### src/rtl/full_adder_pkg.sv
// Shared constants and result type for the full_adder block.
package full_adder_pkg;

  localparam int unsigned FA_MAX_WIDTH = 64;

  // Raw adder result: carry-out on top of the widest supported sum field.
  typedef struct packed {
    logic                    cout;
    logic [FA_MAX_WIDTH-1:0] sum;
  } fa_result_t;

endpackage

### src/rtl/full_adder_bit.sv
// One-bit combinational full-adder cell; chained ci->co by the top level.
module full_adder_bit (
  input  logic a,
  input  logic b,
  input  logic ci,
  output logic s,
  output logic co
);

  assign s  = a ^ b ^ ci;
  assign co = (a & b) | (ci & (a ^ b));

endmodule

### src/rtl/full_adder.sv
// Parameterised ripple-carry adder with a single registered output stage.
// Optional macro FULL_ADDER_OVERFLOW_EN adds a registered signed-overflow
// flag on port ovf.
module full_adder
  import full_adder_pkg::*;
#(
  parameter int unsigned WIDTH = 1
) (
  input  logic             clk,
  input  logic             rst_n,
  input  logic             in_valid,
  input  logic [WIDTH-1:0] a,
  input  logic [WIDTH-1:0] b,
  input  logic             cin,
  output logic             out_valid,
  output logic [WIDTH-1:0] sum,
  output logic             cout,
  output logic             zero
`ifdef FULL_ADDER_OVERFLOW_EN
  ,
  output logic             ovf
`endif
);

  logic [WIDTH:0]   c;
  logic [WIDTH-1:0] s;
  fa_result_t       res;
  fa_result_t       res_q;
  logic             valid_q;

  assign c[0] = cin;

  for (genvar i = 0; i < WIDTH; i++) begin : g_bit
    full_adder_bit u_bit (
      .a  (a[i]),
      .b  (b[i]),
      .ci (c[i]),
      .s  (s[i]),
      .co (c[i+1])
    );
  end

  // Pack the ripple result into the shared result type (upper sum bits zero).
  always_comb begin
    res                  = '0;
    res.cout             = c[WIDTH];
    res.sum[WIDTH-1:0]   = s;
  end

  // Output register: loads only on in_valid so idle inputs never leak through.
  always_ff @(posedge clk or negedge rst_n) begin
    if (!rst_n) begin
      valid_q <= 1'b0;
      res_q   <= '0;
    end else begin
      valid_q <= in_valid;
      if (in_valid) begin
        res_q <= res;
      end
    end
  end

  assign out_valid = valid_q;
  assign sum       = res_q.sum[WIDTH-1:0];
  assign cout      = res_q.cout;
  // Decoded from the registered sum; unused upper bits are constant zero.
  assign zero      = (res_q.sum == '0);

`ifdef FULL_ADDER_OVERFLOW_EN
  logic ovf_q;

  // Signed overflow flag, same load rule as the sum register.
  always_ff @(posedge clk or negedge rst_n) begin
    if (!rst_n) begin
      ovf_q <= 1'b0;
    end else if (in_valid) begin
      ovf_q <= c[WIDTH] ^ c[WIDTH-1];
    end
  end

  assign ovf = ovf_q;
`endif

endmodule

### config.mk
export PLATFORM = sky130hd
export DESIGN_NAME = full_adder
export DESIGN_NICKNAME = d
export VERILOG_FILES = /design/src/rtl/full_adder_pkg.sv /design/src/rtl/full_adder_bit.sv /design/src/rtl/full_adder.sv
export SDC_FILE = /design/constraint.sdc
export NUM_CORES = 1
export LEC_CHECK = 0
export CORE_AREA = 2 2 39 41
export DETAILED_ROUTE_END_ITERATION = 8
export DIE_AREA = 0 0 41 43
export HOLD_SLACK_MARGIN = 0.1
export SETUP_SLACK_MARGIN = 0.2
export SLEW_MARGIN = 20
export SYNTH_ARGS = -nofsm -noshare
export SYNTH_HDL_FRONTEND = slang
export SYNTH_SLANG_ARGS = --single-unit
### constraint.sdc
create_clock -name clk -period 0.86 [get_ports clk]
set_input_delay 0.129 -clock clk [delete_from_list [all_inputs] [get_ports clk]]
set_output_delay 0.129 -clock clk [all_outputs]
set_load 0.03 [all_outputs]
==> metrics.md <==
| Metric | Value |
|---|---|
| Status | finished with violations |
| Violations in the final reports | negative setup slack |
| Highest clock rate | 1079 MHz |
| GPL Wtd Cong | 0.6076 |
| Worst Setup Start Kind | flop |
| Area added between synthesis and finish | 119.6% |
| Min-Delay Path Class | in2async |
| Area used by multi-input combinational logic | 52.55 µm² |
| Worst Path Class, Setup | reg2out |
| Number of buffers created by CTS | 3 |
| Worst r2r src | sum |
| Antenna diode count | 0 |
| Global-route wire length before repair | 579 µm |
| Average routed wire per standard cell | 8.270 µm |
| Clock root cell | sky130_fd_sc_hd__clkbuf_4 |
| Crit path time final | 0.9270 ns |
| Number of maximum-capacitance constraint violations | 0 |
| Synthesized Nets | 14 |
| Remaining max-slew budget at the tightest pin | 0.8932 |
| Worst-margin pin slew | 0.1602 ns |
| Clock latency of the later-clocked register in the worst-skew pair | 0.23 ns |
| Maximum fanout encountered on the critical timing path | 3 |
| Number of placed instances, taps included | 32 |
| Hold violation count in the final report | 0 |
| Layout cells sized above 1 | 0.7143 |
| Required time of the critical path | 0.73 ns |
| Clock-pin slew on the worst setup and hold paths | 0.04 ns |
| 1st-pass router iterations | 2 |
| Fillcell total | 153 |
| Power density over cell area | 2272 nW/µm² |
| Core Region | 1384 µm² |
| H-tree depth | 1 |
| Non-filler instance count after layout | 37 |
| Overall die height | 43 µm |
| Synth top area cells | sky130_fd_sc_hd__dfrtp_1, sky130_fd_sc_hd__mux2_2, sky130_fd_sc_hd__fa_1 |
| Mapped cell area | 121.4 µm² |
| Buffers added on ports | 9 |
| Setup ws final | -0.06696 ns |
| Flip-flop cell with the highest count after synthesis | sky130_fd_sc_hd__dfrtp_1 |
| Count of final max-slew check failures | 0 |
| Share of flip-flops with an asynchronous set or reset | 1.000 |
| Length in cells of the worst reg-to-reg path | 2 |
| Synth warnings | 0 |
| Number of enable-type register cells in the synthesized netlist | 0 |
| Routed Wire Length | 306 µm |
| Mean Syn Cell Area | 17.34 µm² |
| Register area | 76.32 µm² |
| Effective utilization at floorplan | 0.08770 |
| Leakage power summed over all cells | 0.1255 nW |
| Final worst-path cycle share | 1.078 |
| Starting DRT DRC Count | 3 |
| Cell types with the highest counts after synthesis | sky130_fd_sc_hd__dfrtp_1, sky130_fd_sc_hd__mux2_2, sky130_fd_sc_hd__fa_1, sky130_fd_sc_hd__inv_1 |
| Final count of negative-setup-slack endpoints | 4 |
| Most used standard cell by instance count after synthesis | sky130_fd_sc_hd__dfrtp_1 |
| Number of flip-flops and latches in the synthesized netlist | 3 |
| Final #Nets | 29 |
| CTS tree | built |
| Largest net degree at the start of global routing | 4 |
| Via count of the first global-routing pass | 143 |
| Top-level I/O count | 10 |
| Routed via count divided by cell count | 3.027 |
| Portion of the post-synthesis area used by sequential elements | 0.6186 |
| Die Footprint | 1763 µm² |
| Total via count after detailed routing | 112 |
| Critical Path Source | sum |
| Area share of the leading cell type in the synthesized netlist | 0.6186 |
| Highest ir drop seen on vdd | 0.5052 mV |
| Total global-route track usage | 0.05954 |
| Overflow left after global routing | 0 |
| Worst Skew | 0 ns |
| Leading area contributor after synthesis | sky130_fd_sc_hd__dfrtp_1 |
| Max Buffers Root-to-Sink | 2 |
| Gate Count Post-Synth | 7 |
| Data arrival time of the critical path | 0.80 ns |
| Setup repair after global routing missed its margin | true |
| Worst setup EP type | primary output |
| Number of nets with antenna violations after routing | 0 |
| Count of clock tree sinks | 3 |
| Register-to-Register Setup Slack | -0.05 ns |
| Width of the die | 41 µm |
| Power consumption | 605.5 µW |
| Number of unique standard cell types used by synthesis | 4 |
| Cell Rows | 14 |
| Initial antenna violation count | 0 |
| Total DRC errors in the routed layout | 0 |
==> metal layers <==
metal | global-route usage | part of all wire
met3 | 0.06283 | 0.19
met1 | 0.06209 | 0.39
met2 | 0.05938 | 0.40
met5 | 0 | 0
met4 | 0.06000 | 0.016
==> path summary, 6_finish.rpt <==
check | end
worst min register to register | cout
max in group asynchronous | cout
worst max register to register | sum
worst min-delay path | sum
min in group clk | out_valid
worst max-delay path | zero
==> what timing repair did <==
| action | 4_1_cts | 5_1_grt |
|---|---|---|
| endpoints found under the hold margin | 3 | 3 |
| gates resized for setup | 15 | 0 |
| pin swaps | 1 | 0 |
| endpoints found under the setup margin | 6 | 6 |
| buffers inserted | 1 | 0 |
==> report_power, final <==
group,switching [mW],internal [mW],leakage (nW),total [mW]
registers,0.0142,0.161,0.0340,0.175
logic,0.0905,0.0955,0.0765,0.186
clock network,0.0706,0.174,0.0150,0.244
==> sequential cells by signal (all words and copies together), names as in the netlist <==
signal / flops
cout: 1
sum: 1
out_valid: 1
==> layout make-up <==
type | count | share of cell area
tap | 16 | 0.07512
clock buffer | 4 | 0.09859
multi-input combinational | 3 | 0.1972
sequential | 3 | 0.2864
timing repair buffer | 10 | 0.3286
inverter | 1 | 0.01408
==> through the flow <==
step | hold WS, ns | instance area, µm² | setup slack [ns] | setup TNS (ns) | utilization
finish | 0.07954 | 266.5 | -0.06696 | -0.2192 | 0.1926
floorplan | -0.1666 | 128.9 | -0.07507 | -0.07507 | -
detailed placement | 0.3240 | 229.0 | -0.5825 | -1.072 | 0.1655
CTS | 0.07380 | 266.5 | -0.08185 | -0.2744 | 0.1926
global route | 0.08201 | 266.5 | -0.1281 | -0.4362 | 0.1926
global placement | 0.3144 | 229.0 | -0.5712 | -1.035 | 0.1655
==> cell usage in the layout (no fill, tap or decap), drive strengths merged <==
cell           n
inv            1
clkdlybuf4s50  1
clkbuf         4
fa             1
clkdlybuf4s15  1
mux2           2
buf            7
dfrtp          3
dlygate4sd2    1
==> cells by family after synthesis <==
logic type / after synthesis / share of synthesized area
DFF: 3 / 0.6185
muxes: 2 / 0.1856
buffers and inverters: 1 / 0.03090
adders and majority gates: 1 / 0.1650
==> critical path, stage by stage (launching register included) <==
cell	delay [ns]
sky130_fd_sc_hd__dfrtp_1	0.39
sky130_fd_sc_hd__inv_2	0.06
sky130_fd_sc_hd__buf_6	0.12
Power figures use the tool's default switching activity.
==> variant 1: new RTL, same flow settings <==
The option `FULL_ADDER_OVERFLOW_EN` is turned on by a define.
--- a/src/rtl/full_adder.sv
+++ b/src/rtl/full_adder.sv
@@ -1,6 +1,8 @@
 // Parameterised ripple-carry adder with a single registered output stage.
 // Optional macro FULL_ADDER_OVERFLOW_EN adds a registered signed-overflow
 // flag on port ovf.
+`define FULL_ADDER_OVERFLOW_EN
+
 module full_adder
   import full_adder_pkg::*;
 #(
Formal check against the unedited RTL (old outputs only; new: ovf): equivalent (equiv_simple and equiv_induct, registers matched by name and starting in step).
==> variant 1 against the unedited design <==
  * The run still ends with setup timing left
  * Sequential share of layout area grew 0.13 points
  * First-iteration DRC count shrank 100%
  * Clock power rose by 7%
  * Total power increased by 20%
  * Area after synthesis grew 36%
  * Routed wire length grew 20%
  * Setup slack got worse by 0.031 ns
  * Cell area is 34% higher
  * Sequential cell count is 1 higher
  * Largest cell class unchanged
==> variant 1: results (changes against the unedited design) <==
| Metric | Value |
|---|---|
| Worst setup margin | -0.09785 ns (-0.03089 ns) |
| GR Util All Layers | 6.250% (+0.30 points) |
| Max IR drop VDD | 0.3417 mV (-32%) |
| Layout net count | 37 (+28%) |
| DRT iter0 DRCs | 0 (-3) |
| First-pass GRT wire length | 607 µm (+4.8%) |
| Wire per inst | 8.178 µm (-1.1%) |
| Outcome | finished with violations |
| Failing checks | setup timing |
| Setup tns final | -0.2857 ns (-0.06644 ns) |
| Ys Warns | 0 (unchanged) |
| P_leak | 0.1615 nW (+29%) |
| Worst R2R Path Depth | 1 (-1) |
| Placed cells | 39 (+22%) |
| Main combinational cell family by area after synthesis | adder cells |
| Adder-cell share of the synthesized area | 12.12% (-4.4 points) |
| Slowest-stage cell, CP | dfrtp_2 |
| Final setup vio count | 5 (+1) |
| Placed cell area | 287.8 µm² (+26%) |
| Compound-Gate Fraction of Synth Area | 6.061% (+6.1 points) |
| Post-Syn Nets | 19 (+5) |
| Synth area leaders | dfrtp_1, fa_1, mux2_4, xnor2_1, a21oi_1 |
| Crit path max fanout | 2 (-1) |
| Int Pwr | 0.0005092 W (+18%) |
| Clock-net power | 0.000262 W (+7%) |
| Distinct cells, synth | 9 (+5) |
| Vias in the first global route | 159 (+11%) |
| Mux contribution to synthesized area | 9.091% (-9.5 points) |
| Sequential cell area fraction in the yosys report | 60.61% (-1.2 points) |
| Post-Synth XOR/XNOR Area | 5.303% (+5.3 points) |
| Comb. pwr | 0.000235 W (+26%) |
| Clock power frac | 35.9% (-4.5 points) |
| Syn Inst Count | 12 (+5) |
| Via/cell ratio | 3.578 (+18%) |
| R2R Path Start | cout |
| Max-slew headroom | 87.87% (-1.5 points) |
| CP peak stage delay | 0.41 ns (+0.02 ns) |
variant 1: routing by layer:
| layer | track usage (%) | wire, µm | up-vias |
|---|---|---|---|
| li1 | - | - | 76 |
| met1 | 6.189 | 141 | 68 |
| met2 | 5.938 | 143 | 13 |
| met3 | 4.712 | 57 | 4 |
| met4 | 10.00 | 25 | 0 |
| met5 | 0 | 0 | - |
variant 1: repair_timing:
item                                    CTS  global route
endpoints found under the setup margin    8             8
setup buffers                             2             0
gates resized for setup                  19             5
endpoints found under the hold margin     4             2
pin swaps                                 5             1
gates cloned                              0             0
variant 1: layout make-up:
cell class,instances,area [µm²]
clock buffer,4,26.28
fill,157,1027
sequential,4,102.6
tap,16,20.02
inverter,1,6.256
timing repair buffer,13,118.9
multi-input combinational,7,82.58
variant 1: worst paths after layout:
check	slack, ns	endpoint
max in group asynchronous	0.59	cout
min in group clk	0.22	ovf
min reg2reg	0.53	cout
max reg2reg	0.08	cout
max	-0.1	sum
min	0.09	sum
==> variant 2: new RTL, config.mk and constraints unchanged <==
Without the edit above. Register the inputs `a`, `b` and `cin` before use, cleared by the reset. The logic sees them one clock later. The other inputs are not delayed to match. Comments in the files are not updated.
--- a/src/rtl/full_adder.sv
+++ b/src/rtl/full_adder.sv
@@ -22,18 +22,34 @@
 `endif
 );
 
+  logic [WIDTH-1:0] a_q;
+  logic [WIDTH-1:0] b_q;
+  logic cin_q;
+
+  always_ff @(posedge clk or negedge rst_n) begin
+    if (!rst_n) begin
+      a_q   <= '0;
+      b_q   <= '0;
+      cin_q <= '0;
+    end else begin
+      a_q   <= a;
+      b_q   <= b;
+      cin_q <= cin;
+    end
+  end
+
   logic [WIDTH:0]   c;
   logic [WIDTH-1:0] s;
   fa_result_t       res;
   fa_result_t       res_q;
   logic             valid_q;
 
-  assign c[0] = cin;
+  assign c[0] = cin_q;
 
   for (genvar i = 0; i < WIDTH; i++) begin : g_bit
     full_adder_bit u_bit (
-      .a  (a[i]),
-      .b  (b[i]),
+      .a  (a_q[i]),
+      .b  (b_q[i]),
       .ci (c[i]),
       .s  (s[i]),
       .co (c[i+1])
Behaviour: not the same (Yosys sat finds a counterexample within 4 cycles, from zero or initial values and one cycle with rst_n low).
==> variant 2 against the unedited design <==
  * The run still ends with setup timing left
  * Sequential cell count increased by 3
  * Area after synthesis up 62%
  * Largest cell class is now flip-flops and latches
  * Cell area increased by 28%
  * Setup slack worse by 0.28 ns
  * Routed wire length rose by 9.2%
  * Total power increased by 25%
  * Utilization is 5.3 points higher
  * Via count grew 7.1%
  * Largest power group is now registers
  * Combinational power is 5% lower
  * Non-clock buffer count fell by 1
==> variant 2: results (changes against the unedited design) <==
| Metric | Value |
|---|---|
| Outcome | finished with violations |
| Failing checks | setup timing |
| WS Path Type | reg2reg |
| Post-Synth XOR/XNOR Area | 0% (unchanged) |
| 1st-pass router iterations | 1 (-1) |
| Setup Fix Bufs, Post-CTS | 0 (-1) |
| P_leak | 0.1504 nW (+20%) |
| Synth cell count leaders | dfrtp_1, mux2_2, fa_1, inv_1 |
| Max IR drop VDD | 0.5726 mV (+13%) |
| Min-Delay Path Class | in2async |
| Crit path from | b_q |
| Sequential cell area fraction in the yosys report | 76.43% (+15 points) |
| Worst setup margin | -0.3518 ns (-0.2848 ns) |
| DRT iter0 DRCs | 0 (-3) |
| Crit path max fanout | 1 (-2) |
| Distinct cells, synth | 4 (unchanged) |
| Worst path top cell family by delay | adder cells |
| Final setup vio count | 6 (+2) |
| Int Pwr | 0.0005580 W (+30%) |
| WHS | 0.1303 ns (+0.05081 ns) |
| Vias in the first global route | 153 (+7.0%) |
| GR Util All Layers | 4.781% (-1.2 points) |
| Placed cell area | 299.0 µm² (+31%) |
| Syn Area/Cell | 19.64 µm² (+13%) |
| Share of cells above drive strength 1 | 50.00% (-21 points) |
| Non-Filler Instances | 38 (+2.7%) |
| Initial antenna violation count | 0 (unchanged) |
| Synth area leaders | dfrtp_1, mux2_2, fa_1, inv_1 |
| Largest net degree at the start of global routing | 7 (+3) |
| Placed cells | 35 (+9.4%) |
| Clock Skews | 0.005336 ns (+0.005336 ns) |
| Via/cell ratio | 3.158 (+4.3%) |
| IO buf count | 9 (unchanged) |
| Post-cts resize count | 5 (-10) |
| Post-Syn Nets | 17 (+3) |
| Wire per inst | 8.789 µm (+6.3%) |
| Adder-cell share of the synthesized area | 10.19% (-6.3 points) |
| Global placement routability congestion | 0.6062 (-0.23%) |
| Layout net count | 31 (+6.9%) |
| Commonest non-fill, non-tap cell in the layout | dfrtp_1 |
| CP peak stage delay | 0.45 ns (+0.06 ns) |
| Mux contribution to synthesized area | 11.46% (-7.1 points) |
| Place WS | -0.3628 ns (+0.2197 ns) |
| First-pass GRT wire length | 524 µm (-9.5%) |
| Crit path arrival time | 1.34 ns (+0.54 ns) |
| Max-slew headroom | 81.39% (-7.9 points) |
| Slowest-stage cell, CP | fa_2 |
| Setup tns final | -0.8461 ns (-0.6268 ns) |
[variant 2: cell types whose count changed after synthesis, sizes merged]
cell,unedited run,this run
dfrtp,3,6
[variant 2: per-layer routing]
metal | track usage, % | wire length [µm] | part of all wire, %
met4 | 4.000 | 0 | 0
met5 | 0 | 0 | 0
met2 | 6.250 | 139 | 42
met3 | 3.141 | 50 | 15
met1 | 5.034 | 144 | 43
[variant 2: area by class of cell]
type	instances	area [µm²]
clock buffers	3	22.52
fillers	148	1044
inverters	1	3.754
multi-input cells	3	48.80
flip-flops and latches	6	150.1
well taps	16	20.02
repair buffers	9	95.09
[variant 2: power groups by stage]
stage	Clock, W	Combinational [W]	Sequential [W]
after floorplan	0	0.0000428	0.000364
after global placement	0	0.000153	0.000328
after detailed placement	0	0.000156	0.000330
after CTS	0.000268	0.000178	0.000330
after global routing	0.000279	0.000188	0.000332
final	0.000252	0.000177	0.000330
[variant 2: worst register-to-register path, stage by stage, from the launching register on]
cell and delay, ns:
dfrtp_1 0.38, fa_2 0.45, mux2_2 0.26
